$ cat src/rtl/fp_issue_queue.sv
// Operand queue in front of a single-precision adder: buffers requests, issues one at a time,
// holds each result until taken downstream. Optional WAIT watchdog under `FP_ISSUE_TIMEOUT_EN.
module fp_issue_queue #(
    parameter int DEPTH = 4
) (
    input  logic        clk,
    input  logic        rst,
    input  logic        in_valid,
    output logic        in_ready,
    input  logic        in_mode,
    input  logic [31:0] in_op1,
    input  logic [31:0] in_op2,
    output logic        add_start,
    output logic        mode,
    output logic [31:0] op1,
    output logic [31:0] op2,
    input  logic [31:0] add_result,
    input  logic        add_done,
    input  logic        add_overflow,
    output logic        out_valid,
    input  logic        out_ready,
    output logic [31:0] out_result,
    output logic        out_overflow,
    output logic        out_timeout,
    output logic [1:0]  o_dbg_state
);
    localparam int AW = $clog2(DEPTH);
    localparam int CW = AW + 1;

    typedef enum logic [1:0] {S_IDLE, S_ISSUE, S_WAIT, S_HOLD} state_t;

    // Handshakes: a transfer happens on a rising edge where valid and ready are both 1;
    // valid is never withdrawn by this block until its transfer completes.
    state_t          r_state, w_next;
    logic            r_mode_q [DEPTH];
    logic [31:0]     r_op1_q  [DEPTH];
    logic [31:0]     r_op2_q  [DEPTH];
    logic [AW-1:0]   r_wr_ptr, r_rd_ptr;
    logic [CW-1:0]   r_count;
    logic            r_mode;
    logic [31:0]     r_op1, r_op2, r_result;
    logic            r_overflow, r_timeout;
    logic            w_push, w_pop, w_expire;

    assign in_ready     = (r_count < CW'(DEPTH));
    assign w_push       = in_valid & in_ready;
    assign w_pop        = (r_state == S_ISSUE);
    assign add_start    = (r_state == S_ISSUE);
    assign mode         = r_mode;
    assign op1          = r_op1;
    assign op2          = r_op2;
    assign out_valid    = (r_state == S_HOLD);
    assign out_result   = r_result;
    assign out_overflow = r_overflow;
    assign out_timeout  = r_timeout;
    assign o_dbg_state  = r_state;

`ifdef FP_ISSUE_TIMEOUT_EN
    logic [7:0] r_wd;

    // Expiry on the edge that ends the 64th WAIT cycle; a coincident add_done wins.
    assign w_expire = (r_state == S_WAIT) && (r_wd == 8'd63) && !add_done;

    always_ff @(posedge clk) begin
        if (rst) begin
            r_wd <= 8'd0;
        end else if (r_state == S_ISSUE) begin
            r_wd <= 8'd0;
        end else if (r_state == S_WAIT) begin
            r_wd <= r_wd + 8'd1;
        end
    end
`else
    assign w_expire = 1'b0;
`endif

    always_comb begin
        w_next = r_state;
        case (r_state)
            S_IDLE:  if (r_count != '0) w_next = S_ISSUE;
            S_ISSUE: w_next = S_WAIT;
            S_WAIT:  if (add_done || w_expire) w_next = S_HOLD;
            S_HOLD:  if (out_ready) w_next = S_IDLE;
            default: w_next = S_IDLE;
        endcase
    end

    always_ff @(posedge clk) begin
        if (w_push) begin
            r_mode_q[r_wr_ptr] <= in_mode;
            r_op1_q[r_wr_ptr]  <= in_op1;
            r_op2_q[r_wr_ptr]  <= in_op2;
        end
    end

    always_ff @(posedge clk) begin
        if (rst) begin
            r_state    <= S_IDLE;
            r_wr_ptr   <= '0;
            r_rd_ptr   <= '0;
            r_count    <= '0;
            r_mode     <= 1'b0;
            r_op1      <= 32'd0;
            r_op2      <= 32'd0;
            r_result   <= 32'd0;
            r_overflow <= 1'b0;
            r_timeout  <= 1'b0;
        end else begin
            r_state <= w_next;
            if (w_push) r_wr_ptr <= r_wr_ptr + AW'(1);
            if (w_pop)  r_rd_ptr <= r_rd_ptr + AW'(1);
            case ({w_push, w_pop})
                2'b10:   r_count <= r_count + CW'(1);
                2'b01:   r_count <= r_count - CW'(1);
                default: r_count <= r_count;
            endcase
            // Head is latched when ISSUE is entered and held through WAIT.
            if (r_state == S_IDLE && w_next == S_ISSUE) begin
                r_mode <= r_mode_q[r_rd_ptr];
                r_op1  <= r_op1_q[r_rd_ptr];
                r_op2  <= r_op2_q[r_rd_ptr];
            end
            if (r_state == S_WAIT && w_next == S_HOLD) begin
                if (add_done) begin
                    r_result   <= add_result;
                    r_overflow <= add_overflow;
                    r_timeout  <= 1'b0;
                end else begin
                    r_result   <= 32'h7FC0_0000;
                    r_overflow <= 1'b0;
                    r_timeout  <= 1'b1;
                end
            end
        end
    end
endmodule

$ cat config.mk
export PLATFORM = sky130hd
export DESIGN_NAME = fp_issue_queue
export DESIGN_NICKNAME = d
export VERILOG_FILES = /design/src/rtl/fp_issue_queue.sv
export SDC_FILE = /design/constraint.sdc
export NUM_CORES = 1
export LEC_CHECK = 0
export BUFFER_PORTS_ARGS = -buffer_cell sky130_fd_sc_hd__buf_2
export CAP_MARGIN = 15
export CORE_MARGIN = 5
export CORE_UTILIZATION = 35
export DETAILED_ROUTE_END_ITERATION = 12
export SLEW_MARGIN = 20
export SYNTH_ARGS = -nofsm -noshare
export SYNTH_HDL_FRONTEND = slang
export SYNTH_SLANG_ARGS = --single-unit
$ cat constraint.sdc
create_clock -name clk -period 3.29 [get_ports clk]
set_clock_uncertainty 0.1 [all_clocks]
set_input_delay 0.329 -clock clk [delete_from_list [all_inputs] [get_ports clk]]
set_output_delay 0.329 -clock clk [all_outputs]
set_load 0.02 [all_outputs]
---- Word level (Yosys, flattened, before mapping) ----
Memory sizes are Yosys's and may differ from the RTL's. A register that Yosys moved wholly into a read port is not among the register bits.
Cells that the tools add are included.
storage, ports and cells
  memories kept ........................... 3
  bits in registers ....................... 43
  output and inout port bits .............. 104
  logic and storage cells ................. 38
  memory bits (writable) .................. 260
cells by class
  $lt $le $gt $ge ......................... 1
  equality and inequality tests ........... 7
  multiplexer cells ....................... 10
  bitwise gates (word level) .............. 1
  add/sub/neg operators ................... 4
  reduce and logical (&&, ||, !) cells .... 5
memories
  memory    words  width  read ports  clocked after memory_dff  write ports  RTL line  text
  r_op1_q   4      32     1           1                         1            36        logic [31:0] r_op1_q [DEPTH];
  r_op2_q   4      32     1           1                         1            37        logic [31:0] r_op2_q [DEPTH];
  r_mode_q  4      1      1           1                         1            35        logic r_mode_q [DEPTH];
operator list
  operator                                                                count
  32-bit 2-to-1 mux                                                       1
  2-bit equality test (second input constant)                             4
  2-bit one-hot mux with 4 select lines                                   1
  2-bit by 1-bit equality test with 1-bit output (second input constant)  3
  2-bit 2-to-1 mux                                                        3
  3-bit one-hot mux with 2 select lines                                   1
  2-bit by 1-bit adder with 2-bit output (second input constant)          2
  1-bit 2-to-1 mux                                                        4
  3-bit by 1-bit adder with 3-bit output (second input constant)          1
  3-bit less-than comparator (second input constant)                      1
  3-bit nonzero test                                                      1
  3-bit by 1-bit subtractor with 3-bit output (second input constant)     1
  1-bit logical AND                                                       2
  2-bit zero test                                                         1
  2-bit nonzero test                                                      1
  1-bit bitwise AND                                                       1

---- Longest topological paths before layout ----
Gate-level depths: netlist of run 1.
  depth in word-level cells ............... 5
  mapped depth ............................ 9

---- Worst setup path before layout of run 1 ----
No wires, ideal clock.
  kind .................................... input port to flip-flop
  start ................................... input port in_valid
  end ..................................... memory r_mode_q[1], enable pin
  arrival ................................. 2.233 ns
  slack ................................... 0.527 ns
  stages .................................. 3
  cell sequence ........................... nor2b_1 -> clkbuf_1 -> and2_1
on the way
  cells in the longest elaborated chain, start to end .. 3
RTL lines
  element                                 RTL line  text
  from (decl)                             8         input logic in_valid,
  1-bit bitwise AND                       46        assign w_push = in_valid & in_ready;
  1-bit 2-to-1 mux                        89        if (w_push) begin
  1-bit 2-to-1 mux (implied by the code)  90        r_mode_q[r_wr_ptr] <= in_mode;
  to (decl)                               35
No other way between the ends.

---- Worst setup path in the final report of run 1 ----
  start ................................... register r_state[0] (netlist: o_dbg_state[0])
  end ..................................... register r_count[2]
on the way
  cells in the longest elaborated chain, start to end .. 3
  elaborated cells on any way between the ends .. 5
RTL lines
  element                                                                                       RTL line  text
  from (decl)                                                                                   34        state_t r_state, w_next;
  from (signal assigned)                                                                        109       r_state <= w_next;
  2-bit by 1-bit equality test with 1-bit output (*)                                            47        assign w_pop = (r_state == S_ISSUE);
  2-bit by 1-bit equality test with 1-bit output / 2-bit equality test (equally long branches)  112       case ({w_push, w_pop})
  3-bit one-hot mux with 2 select lines / 2-bit nonzero test (equally long branches)            -
  to (signal assigned)                                                                          113       2'b10: r_count <= r_count + CW'(1);
  to (signal assigned)                                                                          114       2'b01: r_count <= r_count - CW'(1);
  to (signal assigned)                                                                          115       default: r_count <= r_count;
  to (decl)                                                                                     39        logic [CW-1:0] r_count;
Every way passes the cells marked *; elsewhere a longest branch is shown, timed or not.
A chain may end at the register's enable or synchronous reset.

==> results of run 1 <==
[metrics by stage]
stage,area (um^2),setup WS (ns)
after floorplan,13100,0.527
after global placement,14700,1.00
after detailed placement,14700,0.985
after CTS,17000,1.05
after global routing,17000,0.952
final,17000,1.11
[synthesized netlist by cell type, types with 2 or more instances]
| master | instances |
|---|---|
| edfxtp_1 | 260 |
| dfxtp_1 | 108 |
| a22o_1 | 65 |
| mux4_2 | 65 |
| a21oi_1 | 26 |
| nand2_1 | 25 |
| nand3_1 | 24 |
| nor2_1 | 17 |
| inv_1 | 16 |
| buf_2 | 11 |
| clkbuf_1 | 11 |
| buf_6 | 10 |
| a311oi_1 | 9 |
| buf_1 | 7 |
| buf_4 | 6 |
| and2_1 | 5 |
| ha_1 | 5 |
| nand3b_1 | 3 |
| xor2_1 | 3 |
| and3b_1 | 2 |
| nor2b_1 | 2 |
| xnor2_1 | 2 |
[sequential cells by signal, indices dropped and copies added, names as in the netlist]
register,cells
r_mode_q,4
out_result,32
r_count,3
r_wr_ptr,2
out_timeout,1
r_op1_q,128
o_dbg_state,2
out_overflow,1
op2,32
op1,32
r_op2_q,128
r_rd_ptr,2
mode,1
[layer usage]
layer	up-vias	global-route usage	share of wire
met5	-	0	0
met4	0	0.0463	0.022
met3	49	0.0323	0.047
met2	175	0.232	0.49
met1	3705	0.190	0.44
li1	3403	-	-
[worst reg2reg max path, cell delays in order, from the launching register on]
cell,delay [ns]
dfxtp_1,0.43
nor2b_1,0.30
ha_1,0.24
inv_1,0.06
fa_1,0.37
xor2_1,0.15
or3_1,0.30
a21oi_1,0.15
[path summary, 6_finish.rpt]
| path | depth (start not counted) | from | endpoint | slack (ns) |
|---|---|---|---|---|
| min | 3 | rst | r_rd_ptr[1]$_SDFFE_PP0P_ | 0.26 |
| max reg2reg | 7 | o_dbg_state[0]$_SDFF_PP0_ | r_count[2]$_SDFFE_PP0P_ | 1.11 |
| min reg2reg | 2 | out_result[9]$_SDFFE_PP0P_ | out_result[9]$_SDFFE_PP0P_ | 0.35 |
| max | 7 | o_dbg_state[0]$_SDFF_PP0_ | r_count[2]$_SDFFE_PP0P_ | 1.11 |
[power breakdown]
group          leakage [uW]  internal [uW]  total, uW  switching [uW]
Sequential          0.00327           5810       6190             375
Clock              0.000654           2700       4450            1760
Combinational       0.00230           1500       3470            1970
Total               0.00622          10000      14100            4110
[kinds of logic after synthesis]
family,count (synthesis),share of synthesized area
DFF,368,0.760
and+or+nand+nor,81,0.0295
muxes,66,0.112
xor gates and xnor gates,5,0.00334
buffers and inverters,62,0.0275
AOI/OAI and AO/OA,104,0.0614
adders and majority gates,6,0.00629
[final cells by class]
type	count	area [um^2]
fillers	3222	20300
clock inverters	13	133
diodes	4	10.0
flip-flops and latches	368	9980
multi-input cells	262	2810
inverters	16	60.1
clock buffers	59	1200
repair buffers	322	2240
well taps	474	593
==> flow_summary.ini, run 1 <==
[final_layout]
drive_above_1_share = 0.345
utilization = 0.456
area_delta_synth_final_pct = 29.7
stdcell_count = 1518
final_cell_mix = 260 x edfxtp_1, 206 x buf_2, 106 x dfxtp_1, 99 x dlygate4sd3_1
nNetsFinal = 1119
layout_commonest_cell = edfxtp_1

[yosys]
synth_edf_count = 260
yosys_warnings = 0
synth.area.top_cells = edfxtp_1 59%, dfxtp_1 16%, mux4_2 11%, a22o_1 4.3%, a21oi_1 0.99%
synth.ff_latch_count = 368
yosys_most_used_dff = edfxtp_1
ys_async_sr_fraction = 0
synth.avg_cell_area_um2 = 19.0
synth_cells = 692
seq_area_frac_synth = 0.760
synth_area_um2 = 13100
yosysTopAreaCell = edfxtp_1
syn_nets = 801
synth.distinct_cells = 32
yosysTopAreaCellShare = 0.595

[cts]
clockRootBuffer = clkbuf_16
cts_buffers = 40
clk_latency_ns = 0.54
htreeDepth = 2
clkTransAtPathRegs_ns = 0.06
clk_path_buf_depth = 3
post_cts_buffers = 0
tritoncts = built
cts_resized = 0
numClockSinks = 368
postCtsHoldBufs = 99

[run]
maxCapViolations = 0

[die]
rows = 71
core_area_um2 = 37300
io_pins = 207
dieWidth_um = 204
initial_core_util = 0.352
die_y_um = 204
die_area_um2 = 41500

[setup_path]
crit_path_max_fanout = 8
cp_num_buf_inv = 1
worst_path_largest_cell_delay_ns = 0.43
crit_chain = nor2b_1, ha_1, inv_1, fa_1, xor2_1, or3_1, a21oi_1
endpoint_kind = register
cp_slowest_cell = dfxtp_1
crit_type = reg2reg
cp_top_family = adder cells
required_ns = 3.66
critPathLaunchType = register
arrival_ns = 2.55

[power]
p_leak_uw = 0.00622
p_total_uw = 14100
pwr_density_cell_nw_per_um2 = 829
peakVddDrop_v = 0.000373

[sta]
tightest_slew_ns = 0.652
tns_ns = 0
rsz0062_at_grt = false
maxSlewHeadroom = 0.565
maxSlewViolCount = 0
post-route-period-util = 0.662
holdWs_ns = 0.256
setup_viol = 0
finalHoldViolCount = 0
max_freq_mhz = 459
fin_crit_ns = 2.18

[route]
drt_iter0_drc = 276
via_per_inst = 4.83
wl_per_cell_um = 19.3
drt.antenna.violating_nets = 0
drtPass1Iterations = 6
routed_wl_um = 29400
vias = 7332
drc_errors = 0

[hold_path]
hold_class = in2reg

[placed_design]
portBuffers = 206
dp.cells = 1343
place_hpwl_um = 16800
place.gp.congestion = 0.700

[global_routing]
grt.overflow.total = 0
grt_pass1_wl_um = 45900
grt_max_degree = 66
antenna_found_initial = 4
grt_pass1_vias = 7867
grt_use_total = 0.142

[status]
run_status = finished, final reports clean
Note: power is estimated with default switching activity, not from simulation.
==> inputs of run 2 (changes only) <==
- clock period: 3.29 -> 2.05 ns (I/O delays scaled with it)
==> run 2 against run 1 <==
  * Maximum frequency rose by 12%
  * Highest routed layer is now met5
  * Total power rose by 59%
  * Clock-buffer cell count fell by 3
  * Setup slack got worse by 1.0 ns
  * Cell area is 0.55% higher
  * Critical path type unchanged
  * Core utilization up 0.25 points
  * Global-route usage fell by 0.55 points
  * Combinational power is 66% higher
  * Critical path depth is the same
==> flow_summary.ini, run 2 (synthesis gave the netlist of run 1 again) <==
[setup_path]
required_ns = 2.41
cp_slowest_cell = dfxtp_4
cp_top_family = simple AND/OR/NAND/NOR gates
r2r-end = r_count[2]$_SDFFE_PP0P_
reg2reg_slack_ns = 0.1
crit_chain = nor2b_4, ha_4, inv_1, fa_1, xor2_1, or3_1, a21oi_1
critPathLaunchType = register
worstRegToRegCells = 7
crit_type = reg2reg
crit_path_max_fanout = 8
cp_num_buf_inv = 1
worst_path_largest_cell_delay_ns = 0.37
endpoint_kind = register
arrival_ns = 2.32
reg2reg_from = o_dbg_state[0]$_SDFF_PP0_

[sta]
tns_ns = 0
post-route-period-util = 0.953
finalHoldViolCount = 0
tightest_slew_ns = 0.436
fin_ws_ns = 0.0959
maxSlewHeadroom = 0.709
fin_crit_ns = 1.95
maxSlewViolCount = 0
setup_viol = 0
max_freq_mhz = 512
rsz0062_at_grt = false

[global_routing]
antenna_found_initial = 2
grt_max_degree = 44
grt_pass1_wl_um = 44200
grt_use_total = 0.137
grt.overflow.total = 0
grt_pass1_vias = 7750

[cts]
htreeDepth = 2
clockRootBuffer = clkbuf_16
cts_buffers = 40
numClockSinks = 368
post_cts_buffers = 0
tritoncts = built
clk_latency_ns = 0.53
clkTransAtPathRegs_ns = 0.06
clk_path_buf_depth = 3

[hold_path]
min_from = rst
whs_path_depth = 3
min_to = r_wr_ptr[1]$_SDFFE_PP0P_
hold_class = in2reg

[power]
peakVddDrop_v = 0.000872
p_leak_uw = 0.00625
pwr_density_cell_nw_per_um2 = 1310

[placed_design]
place_hpwl_um = 16500
place_ws_ns = 0.0668
place.gp.congestion = 0.704
portBuffers = 206

[die]
dieWidth_um = 204
core_area_um2 = 37300
die_area_um2 = 41500
initial_core_util = 0.352
io_pins = 207
die_y_um = 204
rows = 71

[run]
maxCapViolations = 0

[final_layout]
nNetsFinal = 1128
final_cell_mix = 260 x edfxtp_1, 206 x buf_2, 104 x dfxtp_1, 101 x dlygate4sd3_1
top_regs = r_op1_q x128, r_op2_q x128
layout_commonest_cell = edfxtp_1
area_delta_synth_final_pct = 30.5
drive_above_1_share = 0.344

[status]
run_status = finished, final reports clean

[route]
drc_errors = 0
vias = 7338
drt.antenna.violating_nets = 0
drtPass1Iterations = 4
via_per_inst = 4.81
routed_wl_um = 28300
drt_iter0_drc = 303
wl_per_cell_um = 18.5
[run 2: cell types whose count changed in the layout (fill, tap and decap cells not counted), sizes merged]
cell / change
buf: +7
clkinv: +6
clkbuf: -3
diode: -3
dlygate4sd3: +2
bufinv: -1
clkinvlp: -1
inv: +1
[run 2: cell type report]
type / instances / area [um^2]
fillers: 3218 / 20200
flip-flops and latches: 368 / 9980
multi-input cells: 262 / 2830
repair buffers: 331 / 2400
clock buffers: 56 / 1120
well taps: 474 / 593
clock inverters: 18 / 130
inverters: 16 / 60.1
diodes: 1 / 2.50
[run 2: worst max-delay path by stage]
stage	startpoint	endpoint	depth (start not counted)
final	o_dbg_state[0]$_SDFF_PP0_	r_count[2]$_SDFFE_PP0P_	7
after CTS	o_dbg_state[0]$_SDFF_PP0_	r_count[2]$_SDFFE_PP0P_	7
after global placement	o_dbg_state[0]$_SDFF_PP0_	r_count[2]$_SDFFE_PP0P_	7
after floorplan	r_count[2]$_SDFFE_PP0P_	r_mode_q[0]$_DFFE_PP_	3
after global routing	o_dbg_state[0]$_SDFF_PP0_	r_count[2]$_SDFFE_PP0P_	7
after detailed placement	o_dbg_state[0]$_SDFF_PP0_	r_count[2]$_SDFFE_PP0P_	7
[run 2: tightest hold or removal path, cell delays in order]
cell and delay (ns):
buf_2 0.15, buf_4 0.20, nor2_1 0.10
[run 2: metal layers]
metal	track usage	vias up	routed length, um
met5	0	-	13
met2	0.222	187	13900
met3	0.0370	36	1440
met1	0.181	3701	12400
met4	0.0395	2	521
li1	-	3412	-
[run 2: per-stage QoR]
step                instances  utilization  power (uW)  cell area, um^2  hold slack, ns
floorplan                 692            -       13900            13100           0.204
global placement         1350        0.398       15700            14800           0.317
detailed placement       1350        0.398       15800            14800           0.321
CTS                      1525        0.458       22900            17100          0.0284
global route             1526        0.459       23600            17100          0.0347
finish                   1526        0.459       22400            17100          0.0549
[run 2: report_power, final]
part | switching (uW) | internal (uW) | total [uW]
Clock | 2800 | 3970 | 6770
Sequential | 584 | 9330 | 9920
Combinational | 3190 | 2560 | 5750
[run 2: repair_timing]
item / 4_1_cts / 5_1_grt
setup endpoints to repair: 0 / 2
hold buffers: 101 / 0
hold endpoints to repair: 295 / 0
gates resized for setup: 0 / 4
==> inputs of run 3 (changes only) <==
- clock period: 2.05 -> 2.3 ns (I/O delays scaled with it)
==> run 3 against run 2 <==
  * Final cell count shrank 0.26%
  * Via count grew 0.26%
  * Clock-buffer cell count grew 3
  * Wire length grew 0.29%
  * Maximum frequency shrank 6.8%
  * Critical endpoint unchanged
  * Highest routed layer is now met4
==> flow_summary.ini, run 3 (synthesis gave the netlist of run 1 again) <==
[global_routing]
grt_max_degree = 44
grt.overflow.total = 0
grt_pass1_vias = 7920
grtUsageMet3 = 0.0367
antenna_found_initial = 0
grt_busiest_layer = met2
grt_use_total = 0.135
gr-usage-met2 = 0.229
grt_pass1_wl_um = 44000
met1_usage = 0.171

[die]
die_area_um2 = 41500
core_area_um2 = 37300
initial_core_util = 0.352
dieWidth_um = 204
die_y_um = 204
io_pins = 207
rows = 71

[hold_path]
min_to = r_wr_ptr[0]$_SDFFE_PP0P_
whs_path_depth = 4
min_from = in_valid
hold_class = in2reg

[sta]
setup_viol = 0
tns_ns = 0
fin_crit_ns = 2.10
tightest_slew_ns = 0.512
maxSlewViolCount = 0
max_freq_mhz = 477
fin_ws_ns = 0.203
post-route-period-util = 0.912
holdWs_ns = 0.145
maxSlewHeadroom = 0.659
finalHoldViolCount = 0
rsz0062_at_grt = false

[cts]
cts_resized = 0
clkTransAtPathRegs_ns = 0.06
clockRootBuffer = clkbuf_16
numClockSinks = 368
htreeDepth = 2
cts_buffers = 39
clk_latency_ns = 0.54
clk_path_buf_depth = 3
post_cts_buffers = 0
tritoncts = built

[setup_path]
cp_slowest_cell = dfxtp_1
endpoint_kind = register
reg2reg_slack_ns = 0.20
critPathLaunchType = register
cp_num_buf_inv = 1
worstRegToRegCells = 7
crit_type = reg2reg
arrival_ns = 2.46
worst_path_largest_cell_delay_ns = 0.43
crit_chain = nor2b_2, ha_1, inv_1, fa_1, xor2_1, or3_1, a21oi_1
reg2reg_from = o_dbg_state[0]$_SDFF_PP0_
cp_top_family = adder cells
required_ns = 2.66
r2r-end = r_count[2]$_SDFFE_PP0P_
crit_path_max_fanout = 8

[placed_design]
place_area_um2 = 14800
portBuffers = 206
place_hpwl_um = 16700
place.gp.congestion = 0.725
place_ws_ns = 0.210

[route]
routed_wl_um = 28400
drt_iter0_drc = 245
vias = 7357
drtPass1Iterations = 4
drt.antenna.violating_nets = 0
wl_per_cell_um = 18.6
drc_errors = 0
via_per_inst = 4.83

[final_layout]
top_regs = r_op1_q x128, r_op2_q x128
final_cell_mix = 260 x edfxtp_1, 206 x buf_2, 106 x dfxtp_1, 105 x dlygate4sd3_1
layout_commonest_cell = edfxtp_1
fillers = 3203
nNetsFinal = 1127
area_delta_synth_final_pct = 30.8
design_area_um2 = 17200
drive_above_1_share = 0.344
diodes = 0

[power]
seqPwrFrac = 0.436
p_total_uw = 20300
pwr-share-comb = 0.247
clock_power_share = 0.317
p_sw_uw = 5790
intPower_uw = 14500
peakVddDrop_v = 0.000686
power_switching_share = 0.286
p_leak_uw = 0.00627
pwr_density_cell_nw_per_um2 = 1180

[run]
maxCapViolations = 0

[status]
run_status = finished, final reports clean
==> run 3: cell types whose count changed in the layout (fill, tap and decap cells not counted), sizes merged <==
cell         before  now
buf             230  226
bufinv            1    3
clkbuf           56   59
clkinv           15    8
diode             1    0
dlygate4sd3     101  105
inv              17   16
==> run 3: per-layer routing <==
layer,share of wire,wire length (um),vias to the layer above
li1,-,-,3405
met2,0.50,14100,190
met3,0.057,1610,48
met1,0.42,12000,3714
met5,0,0,-
met4,0.021,598,0
==> run 3: area by class of cell <==
| cell class | count | area (um^2) | area share |
|---|---|---|---|
| Tap cell | 474 | 593 | 0.0345 |
| Inverter | 16 | 60.1 | 0.00350 |
| Timing Repair Buffer | 331 | 2380 | 0.139 |
| Multi-Input combinational cell | 262 | 2810 | 0.164 |
| Clock buffer | 59 | 1210 | 0.0703 |
| Clock inverter | 12 | 134 | 0.00780 |
| Sequential cell | 368 | 9980 | 0.581 |
==> run 3: worst reg2reg max path, stage by stage (launching register included) <==
cell     delay [ns]
dfxtp_1        0.43
nor2b_2        0.26
ha_1           0.20
inv_1          0.06
fa_1           0.37
xor2_1         0.16
or3_1          0.30
a21oi_1        0.14
==> run 3: power groups by stage <==
stage	Clock, uW	Sequential [uW]	Combinational, uW
floorplan	0	9590	2760
global placement	0	8950	4950
detailed placement	0	9000	4970
CTS	6630	8860	5130
global route	6930	8960	5410
finish	6420	8830	5000
==> run 3: stage by stage <==
step | utilization | instances
finish | 0.460 | 1522
global placement | 0.396 | 1346
floorplan | - | 692
global route | 0.460 | 1522
CTS | 0.460 | 1522
detailed placement | 0.396 | 1346
==> run 3: worst max-delay path by stage <==
stage,start,to,slack [ns],depth (start not counted)
2_1_floorplan,o_dbg_state[0]$_SDFF_PP0_,r_count[2]$_SDFFE_PP0P_,0.05,7
3_3_place_gp,o_dbg_state[0]$_SDFF_PP0_,r_count[2]$_SDFFE_PP0P_,0.30,7
3_5_place_dp,o_dbg_state[0]$_SDFF_PP0_,r_count[2]$_SDFFE_PP0P_,0.21,7
4_1_cts,o_dbg_state[0]$_SDFF_PP0_,r_count[2]$_SDFFE_PP0P_,0.18,7
5_1_grt,o_dbg_state[0]$_SDFF_PP0_,r_count[2]$_SDFFE_PP0P_,0.008,7
6_report,o_dbg_state[0]$_SDFF_PP0_,r_count[2]$_SDFFE_PP0P_,0.20,7
==> run 3: timing repair <==
| action | in CTS | in global routing |
|---|---|---|
| hold buffers | 105 | 0 |
| endpoints found under the setup margin | 0 | 0 |
| hold endpoints to repair | 296 | 0 |
